[config.mk]
export PLATFORM = sky130hd
export DESIGN_NAME = issue_pair_scheduler
export DESIGN_NICKNAME = d
export VERILOG_FILES = /design/src/rtl/superscalar_pkg.sv /design/src/rtl/pair_conflict_check.sv /design/src/rtl/issue_pair_scheduler.sv
export SDC_FILE = /design/constraint.sdc
export NUM_CORES = 1
export LEC_CHECK = 0
export ABC_AREA = 1
export CORE_ASPECT_RATIO = 2
export CORE_UTILIZATION = 43
export DETAILED_ROUTE_END_ITERATION = 12
export PLACE_DENSITY = 0.82
export SYNTH_ARGS = -nofsm -noshare
export SYNTH_HDL_FRONTEND = slang
export SYNTH_SLANG_ARGS = --single-unit
export TNS_END_PERCENT = 100
[constraint.sdc]
create_clock -name clk -period 2.1 [get_ports clk]
set_input_delay 0.42 -clock clk [delete_from_list [all_inputs] [get_ports clk]]
set_output_delay 0.42 -clock clk [all_outputs]
set_load 0.01 [all_outputs]
[src/rtl/superscalar_pkg.sv]
// -----------------------------------------------------------------------------
// superscalar_pkg
// Shared definitions for the two-lane superscalar decode/issue logic.
//   - state_e    : issue-pair scheduler states (ST_PAIR, ST_SPLIT)
//   - conflict_e : intra-pair conflict codes (CF_NONE, CF_RAW, CF_WAW, CF_MEM)
//   - REG_W      : architectural register index width
// -----------------------------------------------------------------------------
package superscalar_pkg;

    localparam int REG_W = 5;

    typedef enum logic {
        ST_PAIR  = 1'b0,
        ST_SPLIT = 1'b1
    } state_e;

    typedef enum logic [1:0] {
        CF_NONE = 2'd0,
        CF_RAW  = 2'd1,
        CF_WAW  = 2'd2,
        CF_MEM  = 2'd3
    } conflict_e;

endpackage

[src/rtl/pair_conflict_check.sv]
// -----------------------------------------------------------------------------
// pair_conflict_check
// Purely combinational intra-pair conflict classifier. It is shared with the
// issue-width monitor, so it only looks at slot fields and carries no state.
//
// Ports
//   valid1_i, valid2_i       : decode slots hold real instructions
//   rs2_i, rt2_i             : slot 2 source registers
//   write_reg1_i/2_i         : slot destination registers
//   reg_write1_i/2_i         : slot writes its destination
//   mem_acc1_i/2_i           : slot uses the single data-memory port
//   conflict_o               : CF_NONE / CF_RAW / CF_WAW / CF_MEM
// -----------------------------------------------------------------------------
module pair_conflict_check
    import superscalar_pkg::*;
(
    input  logic             valid1_i,
    input  logic             valid2_i,
    input  logic [REG_W-1:0] rs2_i,
    input  logic [REG_W-1:0] rt2_i,
    input  logic [REG_W-1:0] write_reg1_i,
    input  logic [REG_W-1:0] write_reg2_i,
    input  logic             reg_write1_i,
    input  logic             reg_write2_i,
    input  logic             mem_acc1_i,
    input  logic             mem_acc2_i,
    output conflict_e        conflict_o
);

    logic raw_hit;
    logic waw_hit;
    logic mem_hit;

    // Writes to $0 are discarded by the register file, so they can never
    // create a dependency between the two slots.
    assign raw_hit = reg_write1_i && (write_reg1_i != '0) &&
                     ((write_reg1_i == rs2_i) || (write_reg1_i == rt2_i));
    assign waw_hit = reg_write1_i && reg_write2_i &&
                     (write_reg1_i == write_reg2_i) && (write_reg1_i != '0);
    assign mem_hit = mem_acc1_i && mem_acc2_i;

    always_comb begin
        conflict_o = CF_NONE;
        if (valid1_i && valid2_i) begin
            if (raw_hit) begin
                conflict_o = CF_RAW;
            end else if (waw_hit) begin
                conflict_o = CF_WAW;
            end else if (mem_hit) begin
                conflict_o = CF_MEM;
            end
        end
    end

endmodule

[src/rtl/issue_pair_scheduler.sv]
// -----------------------------------------------------------------------------
// issue_pair_scheduler
// Decides each cycle whether the decoded instruction pair issues together or
// is split: on a split, slot 1 goes first while IF/ID is frozen, and the held
// slot 2 issues on lane 1 in the following cycle.
//
// Ports
//   clk, rst                 : clock, asynchronous active-low reset
//   validD1/2                : decode slot valid
//   rsD1/rtD1/rsD2/rtD2      : source registers
//   writeRegD1/2, regWriteD1/2 : destinations and write enables
//   memAccD1/2               : load/store slots
//   stallD, flushD           : hazard unit decode stall / flush
//   issue1, issue2           : lane 1 / lane 2 ID/EX valid
//   laneSel                  : 1 when lane 1 carries the held slot 2
//   holdIFID                 : freeze PC and IF/ID
//   conflict                 : conflict code of the current pair (PAIR only)
//   splitCount               : saturating number of splits
// -----------------------------------------------------------------------------
module issue_pair_scheduler
    import superscalar_pkg::*;
#(
    parameter int CNT_W = 16
) (
    input  logic             clk,
    input  logic             rst,
    input  logic             validD1,
    input  logic             validD2,
    input  logic [REG_W-1:0] rsD1,
    input  logic [REG_W-1:0] rtD1,
    input  logic [REG_W-1:0] rsD2,
    input  logic [REG_W-1:0] rtD2,
    input  logic [REG_W-1:0] writeRegD1,
    input  logic [REG_W-1:0] writeRegD2,
    input  logic             regWriteD1,
    input  logic             regWriteD2,
    input  logic             memAccD1,
    input  logic             memAccD2,
    input  logic             stallD,
    input  logic             flushD,
    output logic             issue1,
    output logic             issue2,
    output logic             laneSel,
    output logic             holdIFID,
    output logic [1:0]       conflict,
    output logic [CNT_W-1:0] splitCount
);

    state_e           state_q, state_d;
    logic [CNT_W-1:0] split_count_q, split_count_d;
    conflict_e        pair_conflict;

    logic             issue1_c, issue2_c, lane_sel_c, hold_c;
    logic [1:0]       conflict_c;

    // Slot 1 sources never matter for an intra-pair conflict: slot 1 is older.
    logic unused_slot1_srcs;
    assign unused_slot1_srcs = ^{rsD1, rtD1};

    pair_conflict_check u_conflict (
        .valid1_i     (validD1),
        .valid2_i     (validD2),
        .rs2_i        (rsD2),
        .rt2_i        (rtD2),
        .write_reg1_i (writeRegD1),
        .write_reg2_i (writeRegD2),
        .reg_write1_i (regWriteD1),
        .reg_write2_i (regWriteD2),
        .mem_acc1_i   (memAccD1),
        .mem_acc2_i   (memAccD2),
        .conflict_o   (pair_conflict)
    );

    always_ff @(posedge clk or negedge rst) begin
        if (!rst) begin
            state_q       <= ST_PAIR;
            split_count_q <= '0;
        end else begin
            state_q       <= state_d;
            split_count_q <= split_count_d;
        end
    end

    always_comb begin
        state_d       = state_q;
        split_count_d = split_count_q;
        issue1_c      = 1'b0;
        issue2_c      = 1'b0;
        lane_sel_c    = 1'b0;
        hold_c        = 1'b0;
        conflict_c    = CF_NONE;

        case (state_q)
            ST_PAIR: begin
                conflict_c = pair_conflict;
                if (pair_conflict != CF_NONE) begin
                    issue1_c = 1'b1;
                    hold_c   = 1'b1;
                    state_d  = ST_SPLIT;
                    if (split_count_q != '1) begin
                        split_count_d = split_count_q + CNT_W'(1);
                    end
                end else begin
                    issue1_c = validD1;
                    issue2_c = validD2;
                end
            end
            ST_SPLIT: begin
                // Held slot 2 always travels down lane 1 alone.
                issue1_c   = validD2;
                lane_sel_c = 1'b1;
                state_d    = ST_PAIR;
            end
            default: begin
                state_d = ST_PAIR;
            end
        endcase

        // A stall freezes everything, including a pending split, so the
        // counter only moves on a real PAIR->SPLIT transition.
        if (stallD) begin
            issue1_c      = 1'b0;
            issue2_c      = 1'b0;
            hold_c        = 1'b1;
            state_d       = state_q;
            split_count_d = split_count_q;
        end

        // Flush wins over stall and drops any held slot 2.
        if (flushD) begin
            issue1_c      = 1'b0;
            issue2_c      = 1'b0;
            hold_c        = 1'b0;
            state_d       = ST_PAIR;
            split_count_d = split_count_q;
        end
    end

    // Outputs are combinational from state and inputs, so they are forced low
    // directly while reset is held rather than waiting for a clock edge.
    assign issue1     = rst & issue1_c;
    assign issue2     = rst & issue2_c;
    assign laneSel    = rst & lane_sel_c;
    assign holdIFID   = rst & hold_c;
    assign conflict   = rst ? conflict_c : 2'b00;
    assign splitCount = split_count_q;

endmodule

Word level (Yosys, flattened, before mapping) --
Cells that the tools add are included.
Word-level totals: bits of input ports 40, flip-flop bits (word level) 17, memory bits (read-only) 0, output and inout port bits 22, memories 0, logic and storage cells 48, bits in latches 0, bits in writable memories 0
Operators by class: muxes and demuxes 22, shift operators 0, equal/unequal tests 5, magnitude comparators 0, divide/modulo/power cells 0, multiply operators 0, reduce and logical (&&, ||, !) cells 11, add/sub/neg operators 1, bitwise logic cells 7
Operators with widths (count):
- $add A16 B1 Y16 const B | 1
- $ne A16 B16 Y1 const B | 1
- $eq A5 B5 Y1 | 3
- $mux W1 | 14
- $mux W2 | 6
- $logic_and A1 B1 Y1 | 7
- $reduce_and A5 Y1 | 1
- $reduce_bool A5 Y1 | 1
- $and A1 B1 Y1 | 4
- $pmux W1 S2 | 2
- $not A1 Y1 | 3
- $ne A2 B1 Y1 const B | 1
- $reduce_bool A2 Y1 | 1
- $logic_or A1 B1 Y1 | 1

Longest topological paths before layout --
depth in word-level cells 12, gate-level depth with buffers 15, mapped depth without buffers 14

Hierarchy --
A second synthesis with hierarchy kept.
Second synthesis, totals: cells, all modules 250, area, all modules 1536.5 sq um
By module, submodules not included:
- issue_pair_scheduler | cells an instance 173, area an instance 1212.4 sq um, times used 1, sequential area each 425.4 sq um
- pair_conflict_check | cells an instance 77, area an instance 324.1 sq um, times used 1, sequential area each 0.0 sq um

Least setup slack after synthesis --
OpenSTA, ideal clock, no wires.
kind input to output, start point input port rtD2[0], end point output port issue2, slack 0.258 ns, buffers on the path 2, stages 13, data arrival time 1.422 ns, data required time 1.680 ns, cells stage by stage nand2_1 clkinv_1 nor2_1 nor2_1 nand3_1 nand2_1 nand2_1 nand2_1 nand2_2 nand2_4 buf_6 buf_6 nor2_1
On the way: word-level cells in the longest chain between the ends 11
Ends and longest elaborated chain:
- start: declaration | RTL line issue_pair_scheduler.sv:32 | input logic [REG_W-1:0] rtD2,
- $eq A5 B5 Y1 | RTL line pair_conflict_check.sv:37 | ((write_reg1_i == rs2_i) || (write_reg1_i == rt2_i));
- $logic_or A1 B1 Y1 | RTL line pair_conflict_check.sv:37
- $logic_and A1 B1 Y1 | RTL line pair_conflict_check.sv:36 | assign raw_hit = reg_write1_i && (write_reg1_i != '0) &&
- $mux W2 | RTL line pair_conflict_check.sv:45 | if (raw_hit) begin
- $mux W2 | RTL line pair_conflict_check.sv:44 | if (valid1_i && valid2_i) begin
- $reduce_bool A2 Y1 | RTL line issue_pair_scheduler.sv:96 | if (pair_conflict != CF_NONE) begin
- $mux W1 | RTL line issue_pair_scheduler.sv:96
- $mux W1 | RTL line issue_pair_scheduler.sv:93 | case (state_q)
- $mux W1 | RTL line issue_pair_scheduler.sv:121 | if (stallD) begin
- $mux W1 | RTL line issue_pair_scheduler.sv:130 | if (flushD) begin
- $and A1 B1 Y1 | RTL line issue_pair_scheduler.sv:142 | assign issue2 = rst & issue2_c;
- end: declaration | RTL line issue_pair_scheduler.sv:42 | output logic issue2,
Every way passes these cells.

Worst setup path in the final report --
start point input port writeRegD2[4], end point output port holdIFID
On the way: word-level cells in the longest chain between the ends 12
Ends and longest elaborated chain:
- start: declaration | RTL line issue_pair_scheduler.sv:34 | input logic [REG_W-1:0] writeRegD2,
- $eq A5 B5 Y1 | RTL line pair_conflict_check.sv:39 | (write_reg1_i == write_reg2_i) && (write_reg1_i != '0);
- $logic_and A1 B1 Y1 | RTL line pair_conflict_check.sv:38 | assign waw_hit = reg_write1_i && reg_write2_i &&
- $logic_and A1 B1 Y1 | RTL line pair_conflict_check.sv:39
- $mux W2 | RTL line pair_conflict_check.sv:47 | end else if (waw_hit) begin
- $mux W2 | RTL line pair_conflict_check.sv:45
- $mux W2 | RTL line pair_conflict_check.sv:44
- $reduce_bool A2 Y1 | RTL line issue_pair_scheduler.sv:96
- $mux W1 | RTL line issue_pair_scheduler.sv:96
- $mux W1 | RTL line issue_pair_scheduler.sv:93
- $mux W1 | RTL line issue_pair_scheduler.sv:121
- $mux W1 | RTL line issue_pair_scheduler.sv:130
- $and A1 B1 Y1 | RTL line issue_pair_scheduler.sv:144 | assign holdIFID = rst & hold_c;
- end: declaration | RTL line issue_pair_scheduler.sv:44 | output logic holdIFID,
Every way passes these cells.

==> results.txt <==
* Num ports: 62
- DRC violation count after routing: 4
- The count of pins over their slew limit was 0.
- The min-delay analysis places its worst path in the category in -> async.
* Ranking of synthesized cells by area: dfrtp_1 (28%), nand2_1 (20%), nand4_1 (6.7%), inv_1 (5.8%), nor2_1 (5.8%)
- Worst slew pin tran: 0.257 ns
- Most frequent standard cell in the layout excluding fill and tap cells: nand2_1
- Critical register-to-register path endpoint: splitCount[3]
- Placed inst area: between 2000 and 2500 um^2
- Global routing finished with a remaining overflow of 0.
- Global routing consumed, on the met2 layer, about 46% of the routing resources.
- Based on the critical path, the design can be clocked at up to about 500 MHz.
* Flip-flop and latch count after synthesis: 17
- The tree is rooted in a clkbuf_8.
- On the final layout, the worst clock skew is about 0.009 ns.
- Worst reg-to-reg setup slack: 0.25 ns
- TritonCTS built the clock tree.
* Sequential cell area fraction in the yosys report: between 20% and 30%
- In this run the number of H-tree levels came out at 1.
* Vias per cell: 5.24
- For this run, the slowest stage of the critical path takes between 0.2 and 0.25 ns.
- Summed over all layers, the routed wires come to ~4000 um.
- The smallest clock period supported by the final layout is computed as roughly 2 ns.
* Final Instance Area: approximately 2100 um^2
* Count of distinct cell types in the synthesized netlist: 26
* Pin count of the biggest net entering global routing: 19
* Buffers added on ports: between 50 and 60
* Final cycle utilization of the critical path: between 90% and 100%
- Dominant delay contributor by cell family on the critical path: simple AND/OR/NAND/NOR gates
- Number of cell instances on the worst register-to-register path: 9
* Met1 track utilization from global routing: between 20% and 30%
* Fraction of layout instances using a drive strength above 1: between 20% and 30%
- Headroom to the max-slew limit: 82.7%
- dfrtp_1 takes more of the synthesized area than any other cell.
* Post-synthesis cell count: around 230
- Via count of the first global-routing pass: 1,656
- After detailed routing, the average wire length per cell comes to about 13 um.
- Critical Path End Type: output pin
- Placeable Area: 3340 um^2
- The first global-routing pass estimated slightly below 7000 um of wire.
- Buffer levels on the longest clock path: 2
- CP startpoint kind: input port
- Counting stages on the worst path, the most repeated cell is nand2_2.
- Chip Width: 43.7 um
* Number of placed instances with taps included: roughly 310
* Failing checks: design-rule violations
- Traced cell by cell, the critical path runs through dlygate4sd2_1 > xor2_1 > nor2_1 > nand3_2 > nand2_2 > nand3_4 > nand2_4 > nand2_2 > a21oi_2 > buf_2.
- In this run, CTS created clock tree buffers numbering 3.
- Area share of the largest cell type after synthesis: approximately 28%
* Status: finished, violations left
- 1st-iter DRT viols: 44
* Max-cap violations: 0
- For the worst setup path, the data required time is approximately 1.7 ns.
* Synthesized area per cell: about 6.7 um^2
* Max Fanout on Critical Path: 3
- Yosys printed 0 warnings.
* Clock-pin transition on the worst setup and hold timing paths: approximately 0.070 ns
- The synthesized design contains 0 enable-type register cells.
- Count of hold-fix buffers inserted at cts: 0
- The number of antenna diodes in the final layout is 0.
- For this configuration, the core starts out at a cell density of 44.8%.
- After filler insertion, the fill cell instance count of the layout stands at around 320.
- Fraction of met3 tracks used by global routing: 2.55%
- The worst setup path is of the in -> out kind.
* Power density over cell area: approximately 420 nW/um^2
* Data arrival time at the worst-slack endpoint: 1.60 ns
- Detailed-router iteration count before antenna repair: 8
- Setup violations remaining at the end of the flow were counted as 0.
- DPL Wire Length: between 3000 and 4000 um
* Share of async-settable or async-resettable flops after synthesis: 100%
* Startpoint of the worst-slack reg-to-reg timing path: splitCount[0]
* Leak pwr: approximately 1.1 nW
* Flip-flop cell with the highest count after synthesis: dfrtp_1
* Number of sinks on the clock net: 17
* Critical path buffers and inverters: 2
* ANT nets after route: 0
- Area of the mapped netlist: roughly 1500 um^2
* Cell at the slowest stage of the critical path: dlygate4sd2_1
- Count of placed standard cells in the final layout, fillers left out: 318
- The count of endpoints failing hold in the final timing report is 0.
- Initial antenna violation count: 0
- Worst IR drop on VDD: around 240 uV
* Final weighted congestion in routability-driven placement: 0.928
- Most frequent cells in the layout: nand2_1 (76), clkdlybuf4s50_1 (23), inv_1 (22)
* Source-to-sink clock delay at the later pin of the worst-skew pair: 0.26 ns
* Via count: 1,665
- The floorplan has 30 rows.
- In this run the vertical extent of the chip is about 85 um.
- Highest-utilization routing layer at the global route stage: met2
- Area growth from synthesis to layout: 38.9%
* Net count after synthesis: between 200 and 300
- Net count of the finished layout: between 300 and 400
- Die ar.: roughly 3700 um^2
* Total Routing Usage GR: between 20% and 30%
[how the worst max path moves through the flow]
stage	start	to	slack (ns)	cells past startpoint
after floorplan	rtD2[0]	issue2	0.26	13
after global placement	writeRegD1[3]	holdIFID	-0.86	12
after detailed placement	writeRegD1[3]	holdIFID	-0.86	12
after CTS	rtD2[0]	holdIFID	-0.009	13
after global routing	writeRegD1[0]	holdIFID	-0.007	13
final	writeRegD2[4]	holdIFID	0.08	10
[where the power goes]
| part | leakage [nW] | total [W] | internal [W] | switching [W] |
|---|---|---|---|---|
| clock | 0.0255 | 0.000254 | 0.000132 | 0.000122 |
| sequential | 0.234 | 0.000374 | 0.000347 | 0.0000274 |
| combinational | 0.856 | 0.000248 | 0.000122 | 0.000126 |
| total | 1.12 | 0.000877 | 0.000601 | 0.000276 |
[worst register-to-register path: cells and delay by family, from the launching register on]
kind,cells,cell delay (ns)
fa+ha+maj,1,0.21
buf+inv,2,0.35
flops,1,0.43
simple gates,6,0.76
[registers in the layout (all words and copies together) (netlist names)]
register    count
state_q         1
splitCount     16
[area by class of cell]
cell class              instances  area (um^2)  area share, %
clock inverters                 1         5.00          0.241
well taps                      32         40.0           1.92
inverters                      30          113           5.41
clock buffers                   3         41.3           1.98
multi-input cells             173          951           45.7
flip-flops and latches         17          425           20.4
repair buffers                 62          505           24.3
[synth_stat cells, types with 3 or more instances]
library cell   n
nand2_1       80
nand2_2       10
nor2_1        23
inv_1         23
xor2_1         9
nand3_1       11
inv_2          6
xnor2_1        9
dfrtp_1       17
nand4_1       16
nor3_2         3
[per-stage QoR]
stage	TNS, ns	power, W	hold WS, ns	utilization [%]	setup WS, ns
floorplan	0	0.000489	0.124	-	0.258
global placement	-11.93	0.000634	0.484	62.2	-0.860
detailed placement	-11.95	0.000638	0.485	62.2	-0.857
CTS	-0.00914	0.000878	0.295	62.4	-0.00914
global route	-0.00663	0.000918	0.295	62.3	-0.00663
finish	0	0.000877	0.275	62.3	0.0835
[cell families after synthesis]
kind of cell    share of synthesized area, %
simple gates                            47.5
buf+inv                                 11.0
xor+xnor                                10.5
flops                                   28.4
compound gates                          1.75
fa+ha+maj                              0.835
[metal layers]
layer	wire length, um	vias to the layer above
met5	0	-
met4	114	0
met3	174	9
met2	2380	61
met1	1400	771
li1	-	824
[what timing repair did]
item                       4_1_cts  5_1_grt
pin swaps                       17       17
cloned                           0        0
hold endpoints to repair         0        0
resized for setup               64       37
setup buffers                    0        0
setup endpoints to repair       22       17
(Power assumes the default switching activity.)
